<file path="src/rtl/limit_counter.sv">
// limit_counter: parametrised up/down counter with a double-buffered limit,
// wrap or saturate behaviour at the bounds, synchronous clear/load and
// status flags (terminal count, wrap pulse, saturation, sticky overflow).
//
// Optional feature: define LIMIT_COUNTER_PRESCALE_EN to divide step requests
// by PRESCALE. A step then happens only on every PRESCALE-th enabled cycle.
// Without the macro, every enabled cycle is a step and PRESCALE is ignored.
//
// The active bound (limit_q) is only refreshed from limit_i on clear, load
// or a wrap. This lets a period change take effect at a period boundary
// and never in the middle of a count.

module limit_counter #(
  parameter int WIDTH    = 8,
  parameter int PRESCALE = 4
) (
  input  logic             clk,
  input  logic             reset,
  input  logic             enable_i,
  input  logic             clear_i,
  input  logic             load_i,
  input  logic [WIDTH-1:0] load_value_i,
  input  logic             up_down_i,
  input  logic             mode_i,
  input  logic [WIDTH-1:0] limit_i,
  output logic [WIDTH-1:0] count_o,
  output logic             tc_o,
  output logic             wrap_pulse_o,
  output logic             sat_o,
  output logic             ovf_sticky_o
);

  localparam logic [WIDTH-1:0] ONE      = WIDTH'(1);
  localparam logic [WIDTH-1:0] ALL_ONES = {WIDTH{1'b1}};

  logic [WIDTH-1:0] count_q, count_d;
  logic [WIDTH-1:0] limit_q, limit_d;
  logic             wrap_q, wrap_d;
  logic             sat_q, sat_d;
  logic             ovf_q, ovf_d;
  logic             step_s;

`ifdef LIMIT_COUNTER_PRESCALE_EN
  // The prescaler needs at least one bit, even when PRESCALE is 1.
  localparam int PW = (PRESCALE > 1) ? $clog2(PRESCALE) : 1;
  localparam logic [PW-1:0] PRE_LAST = PW'(PRESCALE - 1);

  logic [PW-1:0] pre_q, pre_d;
  logic          pre_hit_s;

  // Prescaler next state: advance on enabled cycles and restart on clear/load.
  always_comb begin
    pre_d     = pre_q;
    pre_hit_s = 1'b0;
    if (clear_i || load_i) begin
      pre_d = '0;
    end else if (enable_i) begin
      if (pre_q == PRE_LAST) begin
        pre_d     = '0;
        pre_hit_s = 1'b1;
      end else begin
        pre_d = pre_q + PW'(1);
      end
    end else begin
      pre_d = pre_q;
    end
  end

  // Prescaler register.
  always_ff @(posedge clk or negedge reset) begin
    if (!reset) begin
      pre_q <= '0;
    end else begin
      pre_q <= pre_d;
    end
  end

  assign step_s = enable_i & pre_hit_s;
`else
  assign step_s = enable_i;
`endif

  // Counter next state: clear beats load, and load beats a step.
  always_comb begin
    count_d = count_q;
    limit_d = limit_q;
    wrap_d  = 1'b0;
    sat_d   = sat_q;
    ovf_d   = ovf_q;
    if (clear_i) begin
      count_d = '0;
      limit_d = limit_i;
      sat_d   = 1'b0;
      ovf_d   = 1'b0;
    end else if (load_i) begin
      // Clamp against the limit being captured now, not the old one.
      limit_d = limit_i;
      count_d = (load_value_i > limit_i) ? limit_i : load_value_i;
      sat_d   = 1'b0;
    end else if (step_s) begin
      if (up_down_i) begin
        if (count_q < limit_q) begin
          count_d = count_q + ONE;
          sat_d   = 1'b0;
        end else if (!mode_i) begin
          // A wrap is a safe point to pick up a new period.
          count_d = '0;
          limit_d = limit_i;
          wrap_d  = 1'b1;
          sat_d   = 1'b0;
          ovf_d   = 1'b1;
        end else begin
          sat_d = 1'b1;
          ovf_d = 1'b1;
        end
      end else begin
        if (count_q != '0) begin
          count_d = count_q - ONE;
          sat_d   = 1'b0;
        end else if (!mode_i) begin
          // A downward wrap reloads to the newly captured limit.
          count_d = limit_i;
          limit_d = limit_i;
          wrap_d  = 1'b1;
          sat_d   = 1'b0;
          ovf_d   = 1'b1;
        end else begin
          sat_d = 1'b1;
          ovf_d = 1'b1;
        end
      end
    end else begin
      // No step: hold the state. wrap_d is already 0, so the pulse ends.
      count_d = count_q;
      limit_d = limit_q;
    end
  end

  // Counter, active limit and flag registers.
  always_ff @(posedge clk or negedge reset) begin
    if (!reset) begin
      count_q <= '0;
      limit_q <= ALL_ONES;
      wrap_q  <= 1'b0;
      sat_q   <= 1'b0;
      ovf_q   <= 1'b0;
    end else begin
      count_q <= count_d;
      limit_q <= limit_d;
      wrap_q  <= wrap_d;
      sat_q   <= sat_d;
      ovf_q   <= ovf_d;
    end
  end

  assign count_o      = count_q;
  assign tc_o         = up_down_i ? (count_q == limit_q) : (count_q == '0);
  assign wrap_pulse_o = wrap_q;
  assign sat_o        = sat_q;
  assign ovf_sticky_o = ovf_q;

endmodule
</file>
<file path="config.mk">
export PLATFORM = sky130hd
export DESIGN_NAME = limit_counter
export DESIGN_NICKNAME = d
export VERILOG_FILES = /design/src/rtl/limit_counter.sv
export SDC_FILE = /design/constraint.sdc
export NUM_CORES = 1
export LEC_CHECK = 0
export CORE_MARGIN = 5
export CORE_UTILIZATION = 25
export CTS_BUF_LIST = sky130_fd_sc_hd__clkbuf_4 sky130_fd_sc_hd__clkbuf_8
export DETAILED_ROUTE_END_ITERATION = 16
export PLACE_DENSITY = 0.55
export REMOVE_ABC_BUFFERS = 1
export SYNTH_ARGS = -nofsm -noshare
export SYNTH_HDL_FRONTEND = slang
export SYNTH_SLANG_ARGS = --single-unit
export TNS_END_PERCENT = 20
</file>
<file path="constraint.sdc">
create_clock -name clk -period 5.85 [get_ports clk]
set_input_delay 0.585 -clock clk [delete_from_list [all_inputs] [get_ports clk]]
set_output_delay 0.585 -clock clk [all_outputs]
set_load 0.02 [all_outputs]
</file>
==> results.json, run 1 <==
{
  "outcome": "complete, no violations",
  "remaining_drc_errors": 0,
  "grt_max_degree": 20,
  "cts_root_buf": "clkbuf_8",
  "rows": 32,
  "max_slew_margin_pct": 34.5,
  "critPathMaxFanout": 10,
  "fin_tns_setup_ns": 0,
  "start_util_pct": 25.7,
  "gr-total-overflow": 0,
  "pin_count": 35,
  "htree_num_levels": 1,
  "hp-class": "reg2reg",
  "fin_area_um2": 2450,
  "async_flop_share_pct": 100,
  "hold_start": "limit_q[5]",
  "synthFlopType": "dfrtp_1",
  "holdPathEnd": "limit_q[5]",
  "drt-initial-drc-count": 139,
  "finalWirelength_um": 6360,
  "worstPathArrival_ns": 3.05,
  "worstHoldPathCells": 2,
  "ys_ff_latch": 19,
  "vias": 1981,
  "syn_area_um2": 2000,
  "finalHoldViolCount": 0,
  "synth_warnings": 0,
  "setup_slack_ns": 2.21,
  "nets": 306,
  "grt_util_all_layers_pct": 12.8,
  "drtPass1Iterations": 5,
  "clk_latency_ns": 0.27,
  "multi_input_area_um2": 1360,
  "io_buffers": 34,
  "ant_nets": 0,
  "cts_buffers": 3,
  "place_congestion": 0.887,
  "synth_compound_area_share_pct": 29.3,
  "wl_per_cell_um": 17.4,
  "synth_top_family_by_area": "compound AO/OA/AOI/OAI gates",
  "seqCellArea_um2": 485,
  "hpwl_um": 4980,
  "vdd_drop_max_v": 0.0000931,
  "rsz0062_at_grt": "false",
  "antenna_cells": 0,
  "cts_resized": 0,
  "synth_cell_types": 56,
  "leakagePower_nw": 1.02,
  "crit_slowest_cell": "clkdlybuf4s50_1",
  "muxShareOfSynthArea_pct": 4.76,
  "ys_seq_area_share_pct": 24.3,
  "r2r_cells": 8,
  "tritoncts": "done",
  "r2r_slack_ns": 2.38,
  "post_dp_cell_area_um2": 2400,
  "max_stage_delay_ns": 0.65,
  "syn_area_per_cell_um2": 8.46,
  "path_clk_slew_ns": 0.08,
  "fillers": 855,
  "synth-simple-area-share_pct": 20.7,
  "period_minus_slack_ns": 3.64,
  "reg2reg_to": "limit_q[0]",
  "cp-start-kind": "register",
  "syn_to_final_growth_pct": 22.9,
  "fin_skew_ns": 0.00860,
  "drt-vias-per-instance": 5.43,
  "synth_xor_area_share_pct": 1.32,
  "crit_chain": "inv_1 > ha_1 > or3b_2 > or2_1 > o21ai_0 > clkdlybuf4s50_1",
  "worst_slew_pin_slew_ns": 0.981,
  "pre_cts_slack_ns": 2.45,
  "maxCapViolCount": 0,
  "synth_edf_count": 0,
  "cts_setup_buffers": 0,
  "finalCritPeriodShare_pct": 62.2,
  "grt_first_pass_wirelength_um": 10300,
  "dieArea_um2": 9870,
  "worstPathRequired_ns": 5.27,
  "cts.path.max_buffers": 2,
  "grt_pass1_vias": 1946,
  "antenna_found_initial": 0,
  "die_h_um": 99.3,
  "crit_type": "reg2out",
  "postSynthCellCount": 236,
  "core_area_um2": 7770,
  "hold_buffers": 0,
  "r2r_start": "count_o[0]",
  "die_w_um": 99.3,
  "max_clock_freq_ghz": 0.275,
  "setup_viol": 0,
  "clock_sinks": 19,
  "p_per_area_nw_per_um2": 216,
  "drv_slew": 0,
  "end_kind": "output pin",
  "synthAdderAreaFrac_pct": 11.9,
  "drive_gt1_share_pct": 7.98
}
## where the power goes
group | total [mW] | internal, mW | leakage, nW | switching, mW
clock network | 0.104 | 0.0533 | 0.0262 | 0.0511
logic | 0.248 | 0.107 | 0.763 | 0.141
registers | 0.177 | 0.149 | 0.230 | 0.0284
## registers in the layout, summed over array words and instances, names as in the netlist
signal        cells
limit_q           8
ovf_sticky_o      1
sat_o             1
count_o           8
wrap_pulse_o      1
## layout by cell type (no fill, tap or decap), types with 3 or more instances in the layout
cell type	count
clkdlybuf4s50_1	34
inv_1	25
ha_1	19
o21ai_0	14
nor3_1	14
a21oi_1	13
nand2_1	12
nor2_1	11
dfrtp_1	11
o211ai_1	8
mux2i_1	8
dfstp_2	8
a32o_1	6
nand4_1	4
nor2b_1	4
a211oi_1	4
a211o_1	4
nand3_1	4
nor4_1	3
nand2b_1	3
a2111oi_0	3
o31ai_1	3
and3_1	3
or4_1	3
clkbuf_8	3
## worst max path at each step
stage / from / endpoint / slack (ns) / depth (start not counted)
after floorplan: count_o[0] / limit_q[0] / 3.05 / 8
after global placement: count_o[0] / tc_o / 2.56 / 6
after detailed placement: count_o[0] / limit_q[0] / 2.45 / 8
after CTS: count_o[0] / tc_o / 2.25 / 6
after global routing: count_o[0] / tc_o / 2.14 / 6
final: count_o[0] / tc_o / 2.21 / 6
## kinds of logic after synthesis
kind of cell / after synthesis
mux: 9
simple gates: 73
compound gates: 77
xor+xnor: 3
flops: 19
buf+inv: 36
fa+ha+maj: 19
## worst max-delay path: cells and delay by family, from the launching register on
family,cells,cell delay [ns]
AO/OA/AOI/OAI,1,0.26
adder cells (fa/ha/maj),1,0.26
buffers and inverters,2,0.83
flip-flops,1,0.51
AND/OR/NAND/NOR,2,0.92
## per-stage QoR
stage          util (%)  power, mW  hold WS, ns  std cells
3_5_place_dp       31.0      0.425        0.477        361
5_1_grt            31.6      0.563        0.512        365
4_1_cts            31.6      0.530        0.491        365
3_3_place_gp       31.0      0.423        0.480        361
6_report           31.6      0.530        0.489        365
2_1_floorplan         -      0.332        0.289        225
## routing by layer
| metal | wire length, µm | up-vias | global-route usage [%] |
|---|---|---|---|
| met5 | 0 | - | 0 |
| met3 | 344 | 14 | 3.02 |
| met4 | 121 | 0 | 2.94 |
| met1 | 3030 | 951 | 17.8 |
| li1 | - | 948 | - |
| met2 | 2860 | 68 | 20.2 |
## synth_stat cells, types with 7 or more instances
library cell	instances	share of area [%]
dfstp_2	8	11
mux2i_1	8	4.0
nor2_1	11	2.1
clkbuf_1	7	1.3
nor3_1	14	3.5
dfrtp_1	11	14
ha_1	19	12
a21oi_1	13	3.3
o21ai_0	14	3.5
inv_1	25	4.7
o211ai_1	8	3.0
nand2_1	12	2.3
## final cells by class
class	instances	share of cell area, %
tap	102	5.20
sequential	19	19.8
inverter	25	3.82
clock buffer	4	1.99
multi-input combinational	181	55.3
timing repair buffer	34	13.9
No activity file was read; power rests on OpenSTA's default activity.
==> run 2: changes to the inputs <==
--- a/config.mk
+++ b/config.mk
@@ -9,7 +9,7 @@
 export CORE_UTILIZATION = 25
 export CTS_BUF_LIST = sky130_fd_sc_hd__clkbuf_4 sky130_fd_sc_hd__clkbuf_8
 export DETAILED_ROUTE_END_ITERATION = 16
-export PLACE_DENSITY = 0.55
+export PLACE_DENSITY = 0.56
 export REMOVE_ABC_BUFFERS = 1
 export SYNTH_ARGS = -nofsm -noshare
 export SYNTH_HDL_FRONTEND = slang
==> constraint.sdc (replaced) <==
create_clock -name clk -period 3.15 [get_ports clk]
set_input_delay 0.315 -clock clk [delete_from_list [all_inputs] [get_ports clk]]
set_output_delay 0.315 -clock clk [all_outputs]
set_load 0.02 [all_outputs]
==> run 2 against run 1 <==
Effect of this change:
- clock-buffer cell count down 1
- utilization is 1.5 points higher
- die area unchanged
- flip-flop and latch count is the same
- setup slack worse by 2.0 ns
- via count up 4.5%
- total power grew 92%
- combinational power is 110% higher
- clock power rose by 84%
- critical path type unchanged
- critical endpoint unchanged
- largest power group unchanged
==> results.json, run 2 (synthesis results as in run 1) <==
{
  "outcome": "complete, no violations",
  "remaining_drc_errors": 0,
  "r2r_start": "limit_q[7]",
  "place_congestion": 0.903,
  "p_per_area_nw_per_um2": 396,
  "fin_hold_ws_ns": 0.489,
  "vias": 2071,
  "max_slew_margin_pct": 34.8,
  "leakagePower_nw": 1.10,
  "drtPass1Iterations": 4,
  "grt_pass1_vias": 2051,
  "drt-vias-per-instance": 5.44,
  "crit_chain": "inv_1 > ha_1 > or3b_2 > or2_1 > o21ai_0 > clkdlybuf4s50_1",
  "finalWirelength_um": 6750,
  "grt_first_pass_wirelength_um": 10700,
  "finalCritPeriodShare_pct": 94.6,
  "end_kind": "output pin",
  "hpwl_um": 5390,
  "maxCapViolCount": 0,
  "worstPathRequired_ns": 2.83,
  "setup_viol": 0,
  "drt-initial-drc-count": 141,
  "max_clock_freq_ghz": 0.336,
  "rows": 32,
  "rsz0062_at_grt": "false",
  "fin_skew_ns": 0.00332,
  "core_area_um2": 7770,
  "syn_to_final_growth_pct": 28.8,
  "mostFrequentLayoutCell": "clkdlybuf4s50_1",
  "hold_start": "limit_q[5]",
  "cts_resized": 0,
  "path_clk_slew_ns": 0.09,
  "grt_max_degree": 20,
  "die_w_um": 99.3,
  "cts_buffers": 3,
  "vdd_drop_max_v": 0.000189,
  "layout_common_cells": "clkdlybuf4s50_1, inv_1, ha_1, buf_4",
  "drv_slew": 0,
  "reg2reg_to": "count_o[6]",
  "fin_tns_setup_ns": 0,
  "crit_type": "reg2out",
  "finalHoldViolCount": 0,
  "worst_slew_pin_slew_ns": 0.975,
  "start_util_pct": 25.7,
  "critPathMaxFanout": 4,
  "max_stage_delay_ns": 0.64,
  "nets": 322,
  "drive_gt1_share_pct": 13.3,
  "antenna_found_initial": 0,
  "worstPathArrival_ns": 2.66,
  "cts_setup_buffers": 0,
  "pin_count": 35,
  "dieArea_um2": 9870,
  "dp_cells": 377,
  "period_minus_slack_ns": 2.98,
  "hp-class": "reg2reg",
  "cts_root_buf": "clkbuf_8",
  "crit_slowest_cell": "clkdlybuf4s50_1",
  "r2r_cells": 8,
  "hold_buffers": 0,
  "worstHoldPathCells": 2,
  "io_buffers": 34,
  "clk_latency_ns": 0.27,
  "ant_nets": 0,
  "finalNonFillerCells": 381,
  "cts.path.max_buffers": 2,
  "die_h_um": 99.3,
  "clock_sinks": 19,
  "grt_util_all_layers_pct": 13.6,
  "holdPathEnd": "limit_q[5]",
  "htree_num_levels": 1,
  "antenna_cells": 0,
  "tritoncts": "done",
  "r2r_slack_ns": 0.27,
  "gr-total-overflow": 0,
  "cp-start-kind": "register",
  "wl_per_cell_um": 17.7
}
[run 2: cell types whose count changed in the layout (fill, tap and decap cells not counted)]
cell and change:
clkinv_2 +1, clkbuf_4 -1, buf_4 +16
[run 2: worst max-delay path: cells and delay by family (launching register included)]
kind | cells | cell delay, ns
AND/OR/NAND/NOR | 2 | 0.82
flip-flops | 1 | 0.38
AO/OA/AOI/OAI | 1 | 0.19
adder cells (fa/ha/maj) | 1 | 0.25
buffers and inverters | 2 | 0.75
[run 2: final cells by class]
class                           instances  area (µm²)
Fill cell                             837        5200
Multi-Input combinational cell        181        1360
Sequential cell                        19         485
Timing Repair Buffer                   50         460
Tap cell                              102         128
Inverter                               25        93.8
Clock buffer                            3        41.3
Clock inverter                          1        5.00
[run 2: how the worst max path moves through the flow]
stage | start | endpoint | slack, ns | cells past startpoint
after floorplan | count_o[0] | limit_q[0] | 0.35 | 8
after global placement | limit_i[3] | count_o[2] | 0.22 | 9
after detailed placement | limit_i[3] | count_o[1] | 0.14 | 8
after CTS | count_o[0] | tc_o | 0.17 | 6
after global routing | count_o[0] | tc_o | 0.06 | 6
final | count_o[0] | tc_o | 0.17 | 6
[run 2: stage by stage]
step	power (mW)	area (µm²)	utilization [%]	setup slack (ns)
6_report	1.02	2570	33.1	0.170
5_1_grt	1.09	2570	33.1	0.0552
4_1_cts	1.02	2570	33.1	0.175
3_5_place_dp	0.827	2520	32.5	0.142
3_3_place_gp	0.818	2520	32.5	0.219
2_1_floorplan	0.617	1940	-	0.349
[run 2: power by group]
part	internal [mW]	leakage, nW	total (mW)	switching, mW
registers	0.277	0.230	0.307	0.0303
clock network	0.0885	0.0255	0.191	0.103
logic	0.227	0.842	0.518	0.292
total	0.592	1.10	1.02	0.425
[run 2: metal layers]
metal  wire [µm]  track usage, %  up-vias
met4          51            3.68        0
met3         394            2.31        6
met5           0               0        -
li1            -               -      984
met1        3140            18.7     1009
met2        3160            22.0       72
==> run 3: changes to the inputs <==
--- a/config.mk
+++ b/config.mk
@@ -9,6 +9,7 @@
 export CORE_UTILIZATION = 25
 export CTS_BUF_LIST = sky130_fd_sc_hd__clkbuf_4 sky130_fd_sc_hd__clkbuf_8
 export DETAILED_ROUTE_END_ITERATION = 16
+export GPL_TIMING_DRIVEN = 0
 export PLACE_DENSITY = 0.56
 export REMOVE_ABC_BUFFERS = 1
 export SYNTH_ARGS = -nofsm -noshare
==> run 3 against run 2 <==
Effect of this change:
- sequential power grew 7.2%
- sequential share of layout area grew 0.70 points
- total power shrank 5.3%
- die area is the same
- critical path type unchanged
==> results.json, run 3 (synthesis results as in run 1) <==
{
  "max_slew_margin_pct": 36.7,
  "setup_slack_ns": 0.128,
  "hpwl_um": 4900,
  "dp_cells": 361,
  "worst_slew_pin_slew_ns": 0.946,
  "clock_sinks": 19,
  "drive_gt1_share_pct": 9.09,
  "p_per_area_nw_per_um2": 388,
  "pin_count": 35,
  "fin_hold_ws_ns": 0.487,
  "hp-class": "reg2reg",
  "remaining_drc_errors": 0,
  "crit_slowest_cell": "or3b_2",
  "gr-total-overflow": 0,
  "fin_skew_ns": 0.00541,
  "cts_root_buf": "clkbuf_8",
  "pre_cts_slack_ns": -0.266,
  "antenna_cells": 0,
  "path_clk_slew_ns": 0.08,
  "grt_util_all_layers_pct": 12.6,
  "cp_top_family": "simple AND/OR/NAND/NOR gates",
  "drt-vias-per-instance": 5.25,
  "crit_buf_inv": 2,
  "core_area_um2": 7770,
  "cts.path.max_buffers": 2,
  "maxCapViolCount": 0,
  "leakagePower_nw": 1.03,
  "setup_viol": 0,
  "grt_pass1_vias": 1885,
  "mostFrequentLayoutCell": "clkdlybuf4s50_1",
  "wl_per_cell_um": 17.1,
  "fin_tns_setup_ns": 0,
  "rsz0062_at_grt": "false",
  "vdd_drop_max_v": 0.000151,
  "finalHoldViolCount": 0,
  "die_w_um": 99.3,
  "htree_num_levels": 1,
  "drt-initial-drc-count": 93,
  "nets": 307,
  "drv_slew": 0,
  "crit_chain": "inv_1 > ha_1 > or3b_2 > or2_1 > o21ai_0 > dlygate4sd2_1",
  "worstPathRequired_ns": 2.83,
  "finalNonFillerCells": 366,
  "layout_common_cells": "clkdlybuf4s50_1, inv_1, ha_1, o21ai_0, nor3_1",
  "finalWirelength_um": 6260,
  "worstPathArrival_ns": 2.71,
  "syn_to_final_growth_pct": 24.3,
  "antenna_found_initial": 0,
  "hold_buffers": 0,
  "vias": 1923,
  "ant_nets": 0,
  "end_kind": "output pin",
  "place_congestion": 0.858,
  "die_h_um": 99.3,
  "outcome": "complete, no violations",
  "cts_buffers": 3,
  "io_buffers": 34,
  "max_clock_freq_ghz": 0.331,
  "start_util_pct": 25.7,
  "finalCritPeriodShare_pct": 95.9,
  "clk_latency_ns": 0.26,
  "grt_first_pass_wirelength_um": 10000,
  "critPathMaxFanout": 10,
  "rows": 32,
  "tritoncts": "done",
  "period_minus_slack_ns": 3.02,
  "crit_type": "reg2out",
  "cp-start-kind": "register",
  "drtPass1Iterations": 4,
  "max_stage_delay_ns": 0.54,
  "grt_max_degree": 20,
  "dieArea_um2": 9870
}
-- run 3: layout make-up --
type                            instances  area [µm²]
Sequential cell                        19         485
Fill cell                             835        5290
Tap cell                              102         128
Clock inverter                          1        5.00
Inverter                               25        93.8
Clock buffer                            3        41.3
Timing Repair Buffer                   35         359
Multi-Input combinational cell        181        1370
-- run 3: per-stage QoR --
| step | total power, mW | area, µm² | utilization (%) |
|---|---|---|---|
| after detailed placement | 0.786 | 2400 | 31.0 |
| final | 0.963 | 2480 | 31.9 |
| after global routing | 1.04 | 2480 | 31.9 |
| after floorplan | 0.617 | 1940 | - |
| after global placement | 0.783 | 2400 | 31.0 |
| after CTS | 0.974 | 2460 | 31.7 |
-- run 3: path summary, 6_finish.rpt --
check	end	cells past startpoint	startpoint	slack [ns]
min	limit_q[5]	2	limit_q[5]	0.49
max reg2reg	count_o[5]	8	count_o[0]	0.33
max in group asynchronous	count_o[5]	1	reset	2.00
max	tc_o	6	count_o[0]	0.13
min reg2reg	limit_q[5]	2	limit_q[5]	0.49
min in group asynchronous	ovf_sticky_o	1	reset	0.58
-- run 3: repair_timing --
item	4_1_cts	5_1_grt
setup endpoints to repair	9	2
pin swaps	1	1
setup buffers	0	1
resized for setup	3	0
-- run 3: power breakdown --
group	leakage [nW]	switching, mW	internal (mW)
Combinational	0.779	0.259	0.200
Sequential	0.230	0.0517	0.277
Clock	0.0255	0.0869	0.0881
-- run 3: tightest hold or removal path, cell delays in order, from the launching register on --
cell and delay, ns:
dfstp_2 0.36, inv_1 0.06, mux2i_1 0.06
-- run 3: routing by layer --
metal  global-route usage, %  up-vias  wire length, µm
li1                        -      954                -
met1                    17.6      914             2980
met2                    19.8       47             2900
met3                    2.66        8              312
met4                    2.84        0               73
met5                       0        -                0
